[src/rtl/seg7_scan_ctrl_pkg.sv]
// rtl/seg7_scan_ctrl_pkg.sv - shared display types, segment constants and width helpers
package seg7_scan_ctrl_pkg;

  typedef enum logic {
    ST_BLANK = 1'b0,
    ST_SHOW  = 1'b1
  } scan_state_e;

  localparam logic [6:0] SEG_OFF  = 7'h00;
  localparam logic [6:0] SEG_ZERO = 7'h7E;

  // Counter must reach the larger of the two phase lengths minus one.
  function automatic int cnt_width(input int a, input int b);
    return $clog2(((a > b) ? a : b) + 1);
  endfunction

  function automatic int idx_width(input int n);
    return (n > 1) ? $clog2(n) : 1;
  endfunction

endpackage

[src/rtl/b_to7seg.sv]
// rtl/b_to7seg.sv - registered hex nibble to seven-segment encoder ({A..G}, active-high)
module b_to7seg
  import seg7_scan_ctrl_pkg::*;
(
  input  logic       clk_in,
  input  logic [3:0] nibble_in,
  output logic       o_A,
  output logic       o_B,
  output logic       o_C,
  output logic       o_D,
  output logic       o_E,
  output logic       o_F,
  output logic       o_G
);

  logic [6:0] seg;

  // One cycle of latency: segment pattern registered from the nibble.
  always_ff @(posedge clk_in) begin
    case (nibble_in)
      4'h0:    seg <= SEG_ZERO;
      4'h1:    seg <= 7'h30;
      4'h2:    seg <= 7'h6D;
      4'h3:    seg <= 7'h79;
      4'h4:    seg <= 7'h33;
      4'h5:    seg <= 7'h5B;
      4'h6:    seg <= 7'h5F;
      4'h7:    seg <= 7'h70;
      4'h8:    seg <= 7'h7F;
      4'h9:    seg <= 7'h7B;
      4'hA:    seg <= 7'h77;
      4'hB:    seg <= 7'h1F;
      4'hC:    seg <= 7'h4E;
      4'hD:    seg <= 7'h3D;
      4'hE:    seg <= 7'h4F;
      4'hF:    seg <= 7'h47;
      default: seg <= SEG_OFF;
    endcase
  end

  assign {o_A, o_B, o_C, o_D, o_E, o_F, o_G} = seg;

endmodule

[src/rtl/seg7_scan_ctrl.sv]
// rtl/seg7_scan_ctrl.sv - multiplexed seven-segment scan controller with blanking and tear-free updates
module seg7_scan_ctrl
  import seg7_scan_ctrl_pkg::*;
#(
  parameter int NUM_DIGITS     = 4,
  parameter int REFRESH_DIV    = 1000,
  parameter int BLANK_CYCLES   = 16,
  parameter bit DIG_ACTIVE_LOW = 1'b1
) (
  input  logic                    clk_in,
  input  logic                    rst_n_in,
  input  logic [4*NUM_DIGITS-1:0] value_in,
  input  logic                    load_in,
  input  logic                    lz_blank_in,
  output logic                    o_A,
  output logic                    o_B,
  output logic                    o_C,
  output logic                    o_D,
  output logic                    o_E,
  output logic                    o_F,
  output logic                    o_G,
  output logic [NUM_DIGITS-1:0]   o_DIG,
  output logic                    frame_done_out
);

  localparam int IW = idx_width(NUM_DIGITS);
  localparam int CW = cnt_width(REFRESH_DIV, BLANK_CYCLES);
  localparam int VW = 4 * NUM_DIGITS;
  localparam logic [IW-1:0] LAST_IDX  = IW'(NUM_DIGITS - 1);
  localparam logic [CW-1:0] BLANK_END = CW'(BLANK_CYCLES - 1);
  localparam logic [CW-1:0] SHOW_END  = CW'(REFRESH_DIV - 1);

  scan_state_e           state, state_nx;
  logic [CW-1:0]         cnt, cnt_nx;
  logic [IW-1:0]         idx, idx_nx;
  logic                  frame_end;
  logic [VW-1:0]         shadow, pending;
  logic                  pend_valid;
  logic                  acc;
  logic [NUM_DIGITS-1:0] upper_nz;
  logic                  lit_nx;
  logic [NUM_DIGITS-1:0] dig_nx, dig_en;
  logic [3:0]            nibble;
  logic                  seg_on;
  logic                  enc_a, enc_b, enc_c, enc_d, enc_e, enc_f, enc_g;

  // Phase sequencing: BLANK gap then SHOW slot, advancing the digit at slot end.
  always_comb begin
    state_nx  = state;
    cnt_nx    = cnt + 1'b1;
    idx_nx    = idx;
    frame_end = 1'b0;
    case (state)
      ST_BLANK: begin
        if (cnt == BLANK_END) begin
          state_nx = ST_SHOW;
          cnt_nx   = '0;
        end
      end
      ST_SHOW: begin
        if (cnt == SHOW_END) begin
          state_nx  = ST_BLANK;
          cnt_nx    = '0;
          frame_end = (idx == LAST_IDX);
          idx_nx    = (idx == LAST_IDX) ? '0 : idx + 1'b1;
        end
      end
      default: begin
        state_nx = ST_BLANK;
        cnt_nx   = '0;
      end
    endcase
  end

  // Digit enable for the next cycle; shadow and idx are stable whenever the next state is SHOW.
  always_comb begin
    acc      = 1'b0;
    upper_nz = '0;
    for (int k = NUM_DIGITS - 1; k >= 0; k--) begin
      acc         = acc | (shadow[4*k +: 4] != 4'h0);
      upper_nz[k] = acc;
    end
    lit_nx = (state_nx == ST_SHOW) && ((idx == '0) || !lz_blank_in || upper_nz[idx]);
    dig_nx = '0;
    if (lit_nx) begin
      dig_nx[idx] = 1'b1;
    end
  end

  // Scan position registers.
  always_ff @(posedge clk_in or negedge rst_n_in) begin
    if (!rst_n_in) begin
      state <= ST_BLANK;
      cnt   <= '0;
      idx   <= '0;
    end else begin
      state <= state_nx;
      cnt   <= cnt_nx;
      idx   <= idx_nx;
    end
  end

  // Value capture: loads park in pending and only reach shadow at the frame wrap.
  always_ff @(posedge clk_in or negedge rst_n_in) begin
    if (!rst_n_in) begin
      shadow     <= '0;
      pending    <= '0;
      pend_valid <= 1'b0;
    end else if (frame_end) begin
      pend_valid <= 1'b0;
      if (load_in) begin
        shadow <= value_in;
      end else if (pend_valid) begin
        shadow <= pending;
      end
    end else if (load_in) begin
      pending    <= value_in;
      pend_valid <= 1'b1;
    end
  end

  // Registered digit enables and frame pulse (pulse lands in the first BLANK cycle of digit 0).
  always_ff @(posedge clk_in or negedge rst_n_in) begin
    if (!rst_n_in) begin
      dig_en         <= '0;
      frame_done_out <= 1'b0;
    end else begin
      dig_en         <= dig_nx;
      frame_done_out <= frame_end;
    end
  end

  assign nibble = shadow[{idx, 2'b00} +: 4];

  b_to7seg u_enc (
    .clk_in    (clk_in),
    .nibble_in (nibble),
    .o_A       (enc_a),
    .o_B       (enc_b),
    .o_C       (enc_c),
    .o_D       (enc_d),
    .o_E       (enc_e),
    .o_F       (enc_f),
    .o_G       (enc_g)
  );

  assign seg_on = |dig_en;
  assign o_A    = enc_a & seg_on;
  assign o_B    = enc_b & seg_on;
  assign o_C    = enc_c & seg_on;
  assign o_D    = enc_d & seg_on;
  assign o_E    = enc_e & seg_on;
  assign o_F    = enc_f & seg_on;
  assign o_G    = enc_g & seg_on;
  assign o_DIG  = DIG_ACTIVE_LOW ? ~dig_en : dig_en;

endmodule

[config.mk]
export PLATFORM = sky130hd
export DESIGN_NAME = seg7_scan_ctrl
export DESIGN_NICKNAME = d
export VERILOG_FILES = /design/src/rtl/seg7_scan_ctrl_pkg.sv /design/src/rtl/b_to7seg.sv /design/src/rtl/seg7_scan_ctrl.sv
export SDC_FILE = /design/constraint.sdc
export NUM_CORES = 1
export LEC_CHECK = 0
export BUFFER_PORTS_ARGS = -buffer_cell sky130_fd_sc_hd__buf_2
export CORE_UTILIZATION = 48
export CTS_CLUSTER_DIAMETER = 80
export CTS_CLUSTER_SIZE = 30
export DETAILED_ROUTE_END_ITERATION = 8
export MAX_ROUTING_LAYER = met4
export PLACE_DENSITY_LB_ADDON = 0.2
export SLEW_MARGIN = 20
export SYNTH_ARGS = -nofsm -noshare
export SYNTH_HDL_FRONTEND = slang
export SYNTH_SLANG_ARGS = --single-unit
export TNS_END_PERCENT = 10
[constraint.sdc]
create_clock -name clk_in -period 2.3 [get_ports clk_in]
set_input_delay 0.115 -clock clk_in [delete_from_list [all_inputs] [get_ports clk_in]]
set_output_delay 0.115 -clock clk_in [all_outputs]
set_load 0.05 [all_outputs]
==> out/results.ini <==
[global_routing]
grt_max_degree=52
top_usage_layer=met2
gr-total-overflow=0
grtUsageMet2=0.297
grt_use_total=0.190
gr-usage-met1=0.221
met3_usage=0.0549
grt_pass1_wl_mm=8.47
antenna_found_initial=0
grt_pass1_vias=1824

[place]
gp_congestion=0.848
dp_slack_ps=178
hpwl_mm=3.42
port_buffers=31
placed_cells=334

[routing]
wl_per_cell_um=14.1
wl_mm=4.97
drc=0
via_count=1826
via_per_inst=5.20
drtIter0Drc=110
dr.pass1.iters=4
ant_nets=0

[floorplan]
dieWidth_um=79.8
die_h_um=79.8
ios=32
core_um2=5680
dieArea_um2=6360
core.rowCount=27
initial_core_util=0.511

[timing]
period_minus_slack_ps=2100
tightestPinTransition_ps=642
finalClockSkew_ps=6.75
max_freq_mhz=477
fin_setup_tns_ps=0
finalCritPeriodShare=0.912
rsz0062_at_grt=no
drv_slew=0
slew_headroom=0.572
setup_viol=0
worst_slack_ps=203
finalHoldViolCount=0

[power]
internal-power_mw=1.73
netSwitchingFraction=0.230
power.density_nw_per_um2=670
seq_power_share=0.484
p_total_mw=2.25
ir_drop_v=0.000427
leakagePower_nw=1.52
p_switching_uw=518
clock_power_share=0.418
p_comb_frac=0.098

[synthesis]
yosys.area.top_type=dfrtp_1
yosysTopAreaCellShare=0.440
synth_common_cells=dfrtp_1 (51), mux2_2 (39), nor2_1 (18)
syn_area_um2=2900
postSynthAreaPerCell_um2=12.4
async_flop_share=0.879
synth_seq_cells=58
synth_warnings=0
syn_inst=234
ys_seq_area_frac=0.488
syn-num-nets=266
synth_top_flop_cell=dfrtp_1
yosysMostFrequentCell=dfrtp_1
synth-edff-count=0
netlist_top_cells_area=dfrtp_1 (44%), mux2_2 (15%), ha_1 (5.2%)
synth_cell_types=39

[clocking]
cts.sinks=58
cts.htree.levels=3
cts_buffers=9
clock_path_buffers=2
ctsResizeCount=0
clock_latency_ps=340
hold_buffers=1
cts_tree=yes
clkTransAtPathRegs_ps=60
cts_setup_buffers=0
clockRootBuffer=clkbuf_8

[hold_path]
min_path_type=primary input to flip-flop

[finish]
area_growth_pct=15.8
layout.nets=306
drive_gt1_frac=0.401
antenna-diode-count=0
fin_cells=351

[setup_path]
crit_fanout=9
crit_type=flip-flop to flip-flop
crit_end=cnt[7]
cp_data_arrival_time_ps=2310
r2r-end=cnt[7]
required_ps=2510
cp-start-kind=flip-flop
reg2reg_depth=4
rrSetupSlack_ps=200
worstSetupStartpoint=cnt[5]
cp-end-kind=flip-flop
regToRegStartpoint=cnt[5]

[job]
max_cap_viol_count=0

[status]
outcome=finished, final reports clean

[cell type report]
class,count,area [µm²]
Fill cell,473,2320
Clock inverter,2,35.0
Multi-Input combinational cell,154,1380
Clock buffer,14,163
Inverter,14,52.6
Sequential cell,58,1420
Tap cell,72,90.1
Timing Repair Buffer,37,228
[registers in the layout, indices dropped and copies added (netlist names)]
signal	cells
idx	2
dig_en	4
pending	16
shadow	16
cnt	10
u_enc.seg	7
state	1
pend_valid	1
frame_done_out	1
[stage by stage]
stage               area [µm²]  hold WS [ps]   util
finish                    3360          18.9  0.592
global route              3360          11.7  0.592
CTS                       3360         0.217  0.592
detailed placement        3150           266  0.555
global placement          3150           263  0.555
floorplan                 2900          -181      -
[worst min path at each step]
stage | depth (start not counted) | end | slack, ps | start
floorplan | 0 | cnt[0] | -180 | rst_n_in
global placement | 2 | pending[3] | 260 | rst_n_in
detailed placement | 2 | pending[3] | 270 | rst_n_in
CTS | 2 | pending[12] | 0.2 | value_in[12]
global route | 2 | pending[0] | 10 | value_in[0]
finish | 2 | pending[12] | 20 | value_in[12]
[power groups by stage]
stage | sequential (mW) | combinational [mW] | clock, mW
detailed placement | 1.11 | 0.223 | 0
finish | 1.09 | 0.221 | 0.942
floorplan | 1.10 | 0.155 | 0
CTS | 1.09 | 0.225 | 0.973
global placement | 1.11 | 0.219 | 0
global route | 1.09 | 0.246 | 1.02
[kinds of logic after synthesis]
kind of cell	count (synthesis)	share of synthesized area
AOI/OAI and AO/OA	19	0.0423
xor gates and xnor gates	8	0.0241
adders and majority gates	12	0.0517
buffers and inverters	22	0.0379
DFF	58	0.488
muxes	53	0.234
and+or+nand+nor	62	0.122
[placed cells by master, fill, tap and decap left out, types with 2 or more instances in the layout]
| cell type | n |
|---|---|
| dfrtp_1 | 51 |
| o21ai_0 | 3 |
| dfxtp_1 | 7 |
| xor2_1 | 4 |
| nor3_1 | 5 |
| buf_12 | 2 |
| buf_4 | 3 |
| mux2_2 | 39 |
| nand2_1 | 3 |
| clkbuf_1 | 3 |
| nor2b_1 | 10 |
| inv_1 | 14 |
| nor4_1 | 6 |
| mux2_4 | 10 |
| nand3_1 | 6 |
| clkbuf_8 | 11 |
| buf_2 | 31 |
| nor3b_1 | 2 |
| nor2_1 | 18 |
| mux4_2 | 4 |
| xnor2_1 | 4 |
| a21oi_1 | 10 |
| ha_1 | 12 |
| or2_2 | 2 |
[critical path, cell delays in order (launching register included)]
cell	delay [ps]
dfrtp_1	430
or4_2	660
or4_1	430
o21ai_2	350
nor2_1	100
[routing by layer]
layer / up-vias / wire length, µm
met5: - / 0
met3: 8 / 177
met2: 30 / 2390
li1: 901 / -
met4: 0 / 97
met1: 887 / 2300
Power figures use the tool's default switching activity.
